--- src/rtl/ram_arbiter_if.sv ---
// Bus bundle between two requesters, the arbiter and a single-port RAM
// with a registered read port. The arbiter takes the slave view. The
// requesters and the RAM (or a testbench standing in for them) take the
// master view.
interface ram_arbiter_if #(
    parameter int DATA_WIDTH    = 32,
    parameter int ADDRESS_WIDTH = 12
);
    logic                     req0_valid;
    logic                     req0_we;
    logic [ADDRESS_WIDTH-1:0] req0_addr;
    logic [DATA_WIDTH-1:0]    req0_wdata;
    logic                     req0_ready;
    logic                     req0_rvalid;
    logic [DATA_WIDTH-1:0]    req0_rdata;
    logic                     req0_err;

    logic                     req1_valid;
    logic                     req1_we;
    logic [ADDRESS_WIDTH-1:0] req1_addr;
    logic [DATA_WIDTH-1:0]    req1_wdata;
    logic                     req1_ready;
    logic                     req1_rvalid;
    logic [DATA_WIDTH-1:0]    req1_rdata;
    logic                     req1_err;

    logic                     ram_wEn;
    logic [ADDRESS_WIDTH-1:0] ram_addr;
    logic [DATA_WIDTH-1:0]    ram_dataIn;
    logic [DATA_WIDTH-1:0]    ram_dataOut;

    modport slave (
        input  req0_valid, req0_we, req0_addr, req0_wdata,
        output req0_ready, req0_rvalid, req0_rdata, req0_err,
        input  req1_valid, req1_we, req1_addr, req1_wdata,
        output req1_ready, req1_rvalid, req1_rdata, req1_err,
        output ram_wEn, ram_addr, ram_dataIn,
        input  ram_dataOut
    );

    modport master (
        output req0_valid, req0_we, req0_addr, req0_wdata,
        input  req0_ready, req0_rvalid, req0_rdata, req0_err,
        output req1_valid, req1_we, req1_addr, req1_wdata,
        input  req1_ready, req1_rvalid, req1_rdata, req1_err,
        input  ram_wEn, ram_addr, ram_dataIn,
        output ram_dataOut
    );
endinterface

--- src/rtl/ram_arbiter.sv ---
// Two-requester arbiter in front of a single-port RAM with a registered
// read port. A grant is combinational, so a lone requester sees no added
// latency. Read data returns one cycle after acceptance and is steered by
// a registered owner flag. Writes into the device-owned input window
// IO_IN_LO..IO_IN_HI are dropped and answered with a one-cycle err pulse.
// Optional feature: define RAM_ARBITER_ROUND_ROBIN_EN for round-robin tie
// breaking through last_grant. Without the macro, requester 0 always wins
// ties.
module ram_arbiter #(
    parameter int DATA_WIDTH    = 32,
    parameter int ADDRESS_WIDTH = 12,
    parameter int IO_IN_LO      = 4086,
    parameter int IO_IN_HI      = 4090
) (
    input logic          clk,
    input logic          rst_n,
    ram_arbiter_if.slave bus
);
    localparam logic [ADDRESS_WIDTH-1:0] IO_LO = ADDRESS_WIDTH'(IO_IN_LO);
    localparam logic [ADDRESS_WIDTH-1:0] IO_HI = ADDRESS_WIDTH'(IO_IN_HI);

    function automatic logic in_io_window(input logic [ADDRESS_WIDTH-1:0] a);
        return (a >= IO_LO) && (a <= IO_HI);
    endfunction

    logic                     gnt0, gnt1, gnt_any;
    logic                     sel_we, io_hit;
    logic [ADDRESS_WIDTH-1:0] sel_addr, addr_hold;
    logic [DATA_WIDTH-1:0]    sel_wdata;
    logic [DATA_WIDTH-1:0]    rdata0_hold, rdata1_hold;
    logic                     rd_vld_p1, rd_own_p1;
    logic                     err0_p1, err1_p1;
`ifdef RAM_ARBITER_ROUND_ROBIN_EN
    logic                     last_grant;
`endif

    // Grant decision. Nothing is granted while reset is held.
    always_comb begin
        gnt0 = 1'b0;
        gnt1 = 1'b0;
        if (rst_n) begin
            if (bus.req0_valid && bus.req1_valid) begin
`ifdef RAM_ARBITER_ROUND_ROBIN_EN
                gnt0 = last_grant;
                gnt1 = !last_grant;
`else
                gnt0 = 1'b1;
`endif
            end else begin
                gnt0 = bus.req0_valid;
                gnt1 = bus.req1_valid;
            end
        end
    end

    // Route the granted request onto the RAM side.
    always_comb begin
        gnt_any   = gnt0 | gnt1;
        sel_we    = gnt1 ? bus.req1_we    : bus.req0_we;
        sel_addr  = gnt1 ? bus.req1_addr  : bus.req0_addr;
        sel_wdata = gnt1 ? bus.req1_wdata : bus.req0_wdata;
        io_hit    = in_io_window(sel_addr);
    end

    assign bus.req0_ready  = gnt0;
    assign bus.req1_ready  = gnt1;
    assign bus.ram_wEn     = gnt_any & sel_we & ~io_hit;
    assign bus.ram_addr    = gnt_any ? sel_addr : addr_hold;
    assign bus.ram_dataIn  = sel_wdata;

    assign bus.req0_rvalid = rd_vld_p1 & ~rd_own_p1;
    assign bus.req1_rvalid = rd_vld_p1 &  rd_own_p1;
    assign bus.req0_rdata  = bus.req0_rvalid ? bus.ram_dataOut : rdata0_hold;
    assign bus.req1_rdata  = bus.req1_rvalid ? bus.ram_dataOut : rdata1_hold;
    assign bus.req0_err    = err0_p1;
    assign bus.req1_err    = err1_p1;

    // Response stage: read-return flag, owner, and rejected-write pulses.
    always_ff @(posedge clk or negedge rst_n) begin
        if (!rst_n) begin
            rd_vld_p1 <= 1'b0;
            rd_own_p1 <= 1'b0;
            err0_p1   <= 1'b0;
            err1_p1   <= 1'b0;
        end else begin
            rd_vld_p1 <= gnt_any & ~sel_we;
            rd_own_p1 <= gnt1;
            err0_p1   <= gnt0 & sel_we & io_hit;
            err1_p1   <= gnt1 & sel_we & io_hit;
        end
    end

    // Keep the last granted address on the RAM bus while idle.
    always_ff @(posedge clk or negedge rst_n) begin
        if (!rst_n) begin
            addr_hold <= '0;
        end else if (gnt_any) begin
            addr_hold <= sel_addr;
        end
    end

    // Latch returned read data so rdata stays stable between responses.
    always_ff @(posedge clk or negedge rst_n) begin
        if (!rst_n) begin
            rdata0_hold <= '0;
            rdata1_hold <= '0;
        end else begin
            if (bus.req0_rvalid) rdata0_hold <= bus.ram_dataOut;
            if (bus.req1_rvalid) rdata1_hold <= bus.ram_dataOut;
        end
    end

`ifdef RAM_ARBITER_ROUND_ROBIN_EN
    // Round-robin pointer. It moves only on an accepted transfer.
    always_ff @(posedge clk or negedge rst_n) begin
        if (!rst_n) begin
            last_grant <= 1'b1;
        end else if (gnt_any) begin
            last_grant <= gnt1;
        end
    end
`endif
endmodule

--- src/flat_wrapper.sv ---
// flat-port wrapper written by rule: the top's interface ports become plain ports
module ram_arbiter_flat 
#(
    parameter int DATA_WIDTH    = 32,
    parameter int ADDRESS_WIDTH = 12,
    parameter int IO_IN_LO      = 4086,
    parameter int IO_IN_HI      = 4090
)
  (clk, rst_n, bus_req0_valid, bus_req0_we, bus_req0_addr, bus_req0_wdata, bus_req0_ready, bus_req0_rvalid, bus_req0_rdata, bus_req0_err, bus_req1_valid, bus_req1_we, bus_req1_addr, bus_req1_wdata, bus_req1_ready, bus_req1_rvalid, bus_req1_rdata, bus_req1_err, bus_ram_wEn, bus_ram_addr, bus_ram_dataIn, bus_ram_dataOut);
  ram_arbiter_if #(.DATA_WIDTH(DATA_WIDTH), .ADDRESS_WIDTH(ADDRESS_WIDTH)) bus_i ();
  input logic clk;
  input logic rst_n;
  input wire logic [$bits(bus_i.req0_valid)-1:0] bus_req0_valid;
  input wire logic [$bits(bus_i.req0_we)-1:0] bus_req0_we;
  input wire logic [$bits(bus_i.req0_addr)-1:0] bus_req0_addr;
  input wire logic [$bits(bus_i.req0_wdata)-1:0] bus_req0_wdata;
  output wire logic [$bits(bus_i.req0_ready)-1:0] bus_req0_ready;
  output wire logic [$bits(bus_i.req0_rvalid)-1:0] bus_req0_rvalid;
  output wire logic [$bits(bus_i.req0_rdata)-1:0] bus_req0_rdata;
  output wire logic [$bits(bus_i.req0_err)-1:0] bus_req0_err;
  input wire logic [$bits(bus_i.req1_valid)-1:0] bus_req1_valid;
  input wire logic [$bits(bus_i.req1_we)-1:0] bus_req1_we;
  input wire logic [$bits(bus_i.req1_addr)-1:0] bus_req1_addr;
  input wire logic [$bits(bus_i.req1_wdata)-1:0] bus_req1_wdata;
  output wire logic [$bits(bus_i.req1_ready)-1:0] bus_req1_ready;
  output wire logic [$bits(bus_i.req1_rvalid)-1:0] bus_req1_rvalid;
  output wire logic [$bits(bus_i.req1_rdata)-1:0] bus_req1_rdata;
  output wire logic [$bits(bus_i.req1_err)-1:0] bus_req1_err;
  output wire logic [$bits(bus_i.ram_wEn)-1:0] bus_ram_wEn;
  output wire logic [$bits(bus_i.ram_addr)-1:0] bus_ram_addr;
  output wire logic [$bits(bus_i.ram_dataIn)-1:0] bus_ram_dataIn;
  input wire logic [$bits(bus_i.ram_dataOut)-1:0] bus_ram_dataOut;
  assign bus_i.req0_valid = bus_req0_valid;
  assign bus_i.req0_we = bus_req0_we;
  assign bus_i.req0_addr = bus_req0_addr;
  assign bus_i.req0_wdata = bus_req0_wdata;
  assign bus_req0_ready = bus_i.req0_ready;
  assign bus_req0_rvalid = bus_i.req0_rvalid;
  assign bus_req0_rdata = bus_i.req0_rdata;
  assign bus_req0_err = bus_i.req0_err;
  assign bus_i.req1_valid = bus_req1_valid;
  assign bus_i.req1_we = bus_req1_we;
  assign bus_i.req1_addr = bus_req1_addr;
  assign bus_i.req1_wdata = bus_req1_wdata;
  assign bus_req1_ready = bus_i.req1_ready;
  assign bus_req1_rvalid = bus_i.req1_rvalid;
  assign bus_req1_rdata = bus_i.req1_rdata;
  assign bus_req1_err = bus_i.req1_err;
  assign bus_ram_wEn = bus_i.ram_wEn;
  assign bus_ram_addr = bus_i.ram_addr;
  assign bus_ram_dataIn = bus_i.ram_dataIn;
  assign bus_i.ram_dataOut = bus_ram_dataOut;
  ram_arbiter #(.DATA_WIDTH(DATA_WIDTH), .ADDRESS_WIDTH(ADDRESS_WIDTH), .IO_IN_LO(IO_IN_LO), .IO_IN_HI(IO_IN_HI)) u_core (.clk(clk), .rst_n(rst_n), .bus(bus_i));
endmodule
--- config.mk ---
export PLATFORM = sky130hd
export DESIGN_NAME = ram_arbiter_flat
export DESIGN_NICKNAME = d
export VERILOG_FILES = /design/src/rtl/ram_arbiter_if.sv /design/src/rtl/ram_arbiter.sv /design/src/flat_wrapper.sv
export SDC_FILE = /design/constraint.sdc
export NUM_CORES = 1
export LEC_CHECK = 0
export ABC_CLOCK_PERIOD_IN_PS = 3600
export CELL_PAD_IN_SITES_DETAIL_PLACEMENT = 1
export CELL_PAD_IN_SITES_GLOBAL_PLACEMENT = 1
export CORE_AREA = 3 3 124 126
export CTS_CLUSTER_SIZE = 14
export DETAILED_ROUTE_END_ITERATION = 7
export DIE_AREA = 0 0 127 129
export PLACE_DENSITY_LB_ADDON = 0.1
export SETUP_SLACK_MARGIN = 0.05
export SYNTH_ARGS = -nofsm -noshare
export SYNTH_HDL_FRONTEND = slang
export SYNTH_SLANG_ARGS = --single-unit
--- constraint.sdc ---
create_clock -name clk -period 3.6 [get_ports clk]
set_clock_uncertainty 0.1 [all_clocks]
set_input_delay 0.72 -clock clk [delete_from_list [all_inputs] [get_ports clk]]
set_output_delay 0.72 -clock clk [all_outputs]
set_load 0.02 [all_outputs]
### Yosys cells after proc, flatten, opt, wreduce, memory -nomap -nowiden

Cells that the tools add are included.

* flip-flop bits (word level): 80
* bits of input ports: 126
* output and inout port bits: 115
* logic and storage cells: 34

* magnitude comparators: 2
* multiplexer cells: 10
* bitwise gates (word level): 13
* reduce and logical (&&, ||, !) cells: 2

Operator list (count)
* $mux 32: 3
* $mux 12: 2
* $ge 12x12->1 const B: 1
* $le 12x12->1 const B: 1
* $and 1x1->1: 9
* $mux 1: 5
* $not 1->1: 3
* $logic_and 1x1->1: 2
* $or 1x1->1: 1

### Longest topological paths before layout

* word-level depth: 8
* depth in mapped cells: 6
* gate-level depth less buffers: 5

### Worst setup path after synthesis

OpenSTA, ideal clock, no wires.

* path type: in2out
* start point: input bus_req0_valid
* end point: output bus_ram_wEn
* data arrival time: 1717 ps
* required time: 2780 ps
* slack: 1063 ps
* cell stages on the path: 5
* path buffers: 0
* path through: nand3b_4 -> inv_4 -> nor2_1 -> nand2_1 -> o22ai_1

RTL lines
* start, declared: RTL line flat_wrapper.sv:13 `input wire logic [$bits(bus_i.req0_valid)-1:0] bus_req0_valid;`
* $logic_and 1x1->1: RTL line ram_arbiter.sv:42 `if (bus.req0_valid && bus.req1_valid) begin`
* $mux 1 (*): RTL line ram_arbiter.sv:42
* $mux 1 (*): RTL line ram_arbiter.sv:41 `if (rst_n) begin`
* named net bus_req0_ready: RTL line flat_wrapper.sv:17 `output wire logic [$bits(bus_i.req0_ready)-1:0] bus_req0_ready;`
* $or 1x1->1 (*): RTL line ram_arbiter.sv:58 `gnt_any = gnt0 | gnt1;`
* $and 1x1->1 (*) (2 in a row): RTL line ram_arbiter.sv:67 `assign bus.ram_wEn = gnt_any & sel_we & ~io_hit;`
* end, declared: RTL line flat_wrapper.sv:29 `output wire logic [$bits(bus_i.ram_wEn)-1:0] bus_ram_wEn;`

The timed path passes the listed nets; every way through them passes the cells marked *.

### Final worst setup path

* start point: input bus_req1_valid
* end point: output bus_ram_addr[6]

* cells in the longest elaborated chain, start to end: 5

Ends and longest elaborated chain
* start, declared: RTL line flat_wrapper.sv:21 `input wire logic [$bits(bus_i.req1_valid)-1:0] bus_req1_valid;`
* $logic_and 1x1->1: RTL line ram_arbiter.sv:42
* $mux 1: RTL line ram_arbiter.sv:42
* $mux 1: RTL line ram_arbiter.sv:41
* $mux 12 / $or 1x1->1 (equally long branches): RTL line ram_arbiter.sv:60, ram_arbiter.sv:58
* $mux 12 (*): RTL line ram_arbiter.sv:68 `assign bus.ram_addr = gnt_any ? sel_addr : addr_hold;`
* end, declared: RTL line flat_wrapper.sv:30 `output wire logic [$bits(bus_i.ram_addr)-1:0] bus_ram_addr;`

Mark *: on every way between the ends. The rest lies on a longest branch, timed or not.

==> impl_metrics.toml <==
[outcome]
status = "finished, final reports clean"

[final_layout]
drive_gt1_share_pct = 16.1
diodes = 0
syn_to_final_growth_pct = 80.6
post-route-util_pct = 45.0
fin_nets = 687

[power]
p_seq_share_pct = 35.3
p_clk_share_pct = 26.0
leakagePower_nw = 2.82
power-per-cell-area_nw_per_um2 = 492
switchingPower_mw = 0.993
p_int_mw = 2.20
switching_share_pct = 31.1
ir_worst_vdd_v = 0.000241
p_comb_share_pct = 38.7
power_mw = 3.19

[cts]
clock_path_buffers = 2
cts_setup_buffers = 0
cts_sinks = 80
ctsHoldBuffers = 0
clk_pin_slew_ns = 0.06
root_buffer = "clkbuf_16"
cts_resized = 0
htreeDepth = 3
cts_buffers = 9
insertion_delay_ns = 0.33
cts_tree = "yes"

[sta]
worstMarginPinSlew_ns = 1.03
finalCriticalPeriod_ns = 3.42
rsz0062_at_grt = "no"
max_freq_ghz = 0.292
relSlewSlack_pct = 31.0
fin_setup_tns_ns = 0
finalCritPeriodShare_pct = 95.0
final-setup-viol-count = 0
slew_violations = 0
hold_viol = 0

[setup_path]
critPathLaunchType = "input pin"
critPathArrivalTime_ns = 2.60
r2r_end = "u_core.rdata0_hold[23]$_DFF_PN0_"
cp.required_ns = 2.78
ff2ff_path_depth = 3
critical_path_class = "in2out"
cp_max_fo = 18
r2r_start = "u_core.rd_own_p1$_DFF_PN0_"
cp-end-kind = "output pin"
r2r_setup_slack_ns = 1.89

[synth]
yosys.area_share.simple_pct = 14.4
synthTopCellsByArea = "dfrtp_1 56%, mux2_2 20%, nand2_1 12%"
syn_nets = 446
synth_area_leader_cell = "dfrtp_1"
syn_area_per_cell_um2 = 11.2
synthMuxAreaShare_pct = 23.4
synth-seq-cells = 80
syn-instance-count = 320
synth_area_um2 = 3590
ys.flop_type = "dfrtp_1"
synthAdderAreaFrac_pct = 0
synth_commonest_cells = "115 x nand2_1, 80 x dfrtp_1, 64 x mux2_2, 12 x mux2i_1"
yosysSeqAreaShare_pct = 55.7
yosysUniqueCellTypes = 21
ys_warn_count = 0
synth_xor_area_share_pct = 0
synth.most_common_cell = "nand2_1"
synth_compound_area_share_pct = 2.79
synth-edff-count = 0
synthArstFlopShare_pct = 100
synth_top_family_by_area = "multiplexers"
yosysTopAreaCellShare_pct = 55.7

[route]
vias = 3237
drt_iter0_drc = 64
first_pass_iters = 4
ant_nets = 0
viasPerCell = 4.32
routed_wl_mm = 13.0
drc_errors = 0
routedWlPerCell_um = 17.3

[die]
ios = 241
die_h_um = 129
dieArea_um2 = 16400
rows = 44
start_util_pct = 24.9
coreArea_um2 = 14400
die-width_um = 127

[placement]
dp.final_hpwl_mm = 10.2
place_congestion = 0.762
io_buffers = 240

[worst_hold_path]
hp-class = "in2async"

[global_routing]
grt_pass1_vias = 3599
grtUsageTotal_pct = 15.5
antenna_found_initial = 1
grt_pass1_wl_mm = 19.7
grt_remaining_overflow = 0
grt_max_degree = 80

[run]
drv_cap = 0
## per-layer routing
layer	global-route usage (%)	vias up	routed length, um
met5	0	-	13
met4	3.41	2	119
met3	6.77	13	1180
met2	26.1	131	6410
met1	18.4	1545	5230
li1	-	1546	-
## worst max path at each step
stage	from	endpoint	slack, ns	cells after the start
3_5_place_dp	bus_req1_valid	bus_ram_addr[5]	0.14	6
6_report	bus_req1_valid	bus_ram_addr[6]	0.18	6
3_3_place_gp	bus_req1_valid	bus_ram_addr[6]	0.17	6
2_1_floorplan	bus_req0_valid	bus_ram_wEn	1.06	5
4_1_cts	bus_req1_valid	bus_ram_addr[5]	0.13	6
5_1_grt	bus_req1_valid	bus_ram_addr[6]	0.06	6
## registers in the layout, summed over array words and instances (netlist names)
| name | flops |
|---|---|
| u_core.rd_own_p1 | 1 |
| u_core.rd_vld_p1 | 1 |
| u_core.bus.req1_err | 1 |
| u_core.bus.req0_err | 1 |
| u_core.addr_hold | 12 |
| u_core.rdata0_hold | 32 |
| u_core.rdata1_hold | 32 |
## area by class of cell
type	instances	area (um2)
clock buffer	11	233
clock inverter	5	32.5
fill	1599	7940
inverter	2	10.0
multi-input combinational	221	1470
sequential	80	2000
tap	184	230
timing repair buffer	247	2510
## layout by cell type, fill, tap and decap left out, types with 4 or more instances in the layout
master             n
o21ai_0            9
dfrtp_1           80
mux2_2            64
buf_4              4
mux2i_1           12
buf_12             4
nand4_1            4
clkbuf_16          9
clkdlybuf4s50_1  236
nand2_1          114
## critical path: stages
cell and delay [ns]:
clkdlybuf4s50_1 0.54, nand3b_4 0.11, inv_4 0.22, mux2i_1 0.11, o21ai_0 0.22, clkdlybuf4s50_1 0.66
## logic make-up (layout without fill, tap and decap cells)
family                 after synthesis  count (layout)
AOI/OAI and AO/OA                   18              18
buffers and inverters               19             265
muxes                               76              76
and+or+nand+nor                    127             127
DFF                                 80              80
## stage by stage
step	worst slack, ns	instance area, um2	hold slack [ns]	instances
after CTS	0.134	6480	0.0739	750
after floorplan	1.06	3590	0.324	320
after global routing	0.0568	6490	0.0748	750
final	0.181	6490	0.0870	750
after global placement	0.171	6210	0.377	734
after detailed placement	0.145	6210	0.379	734
## power groups by stage
stage	clock network (mW)	logic [mW]	registers, mW
6_report	0.832	1.23	1.13
5_1_grt	0.906	1.32	1.15
2_1_floorplan	0	0.587	1.13
3_3_place_gp	0	1.24	1.14
4_1_cts	0.867	1.26	1.13
3_5_place_dp	0	1.25	1.15
Power figures use the tool's default switching activity.
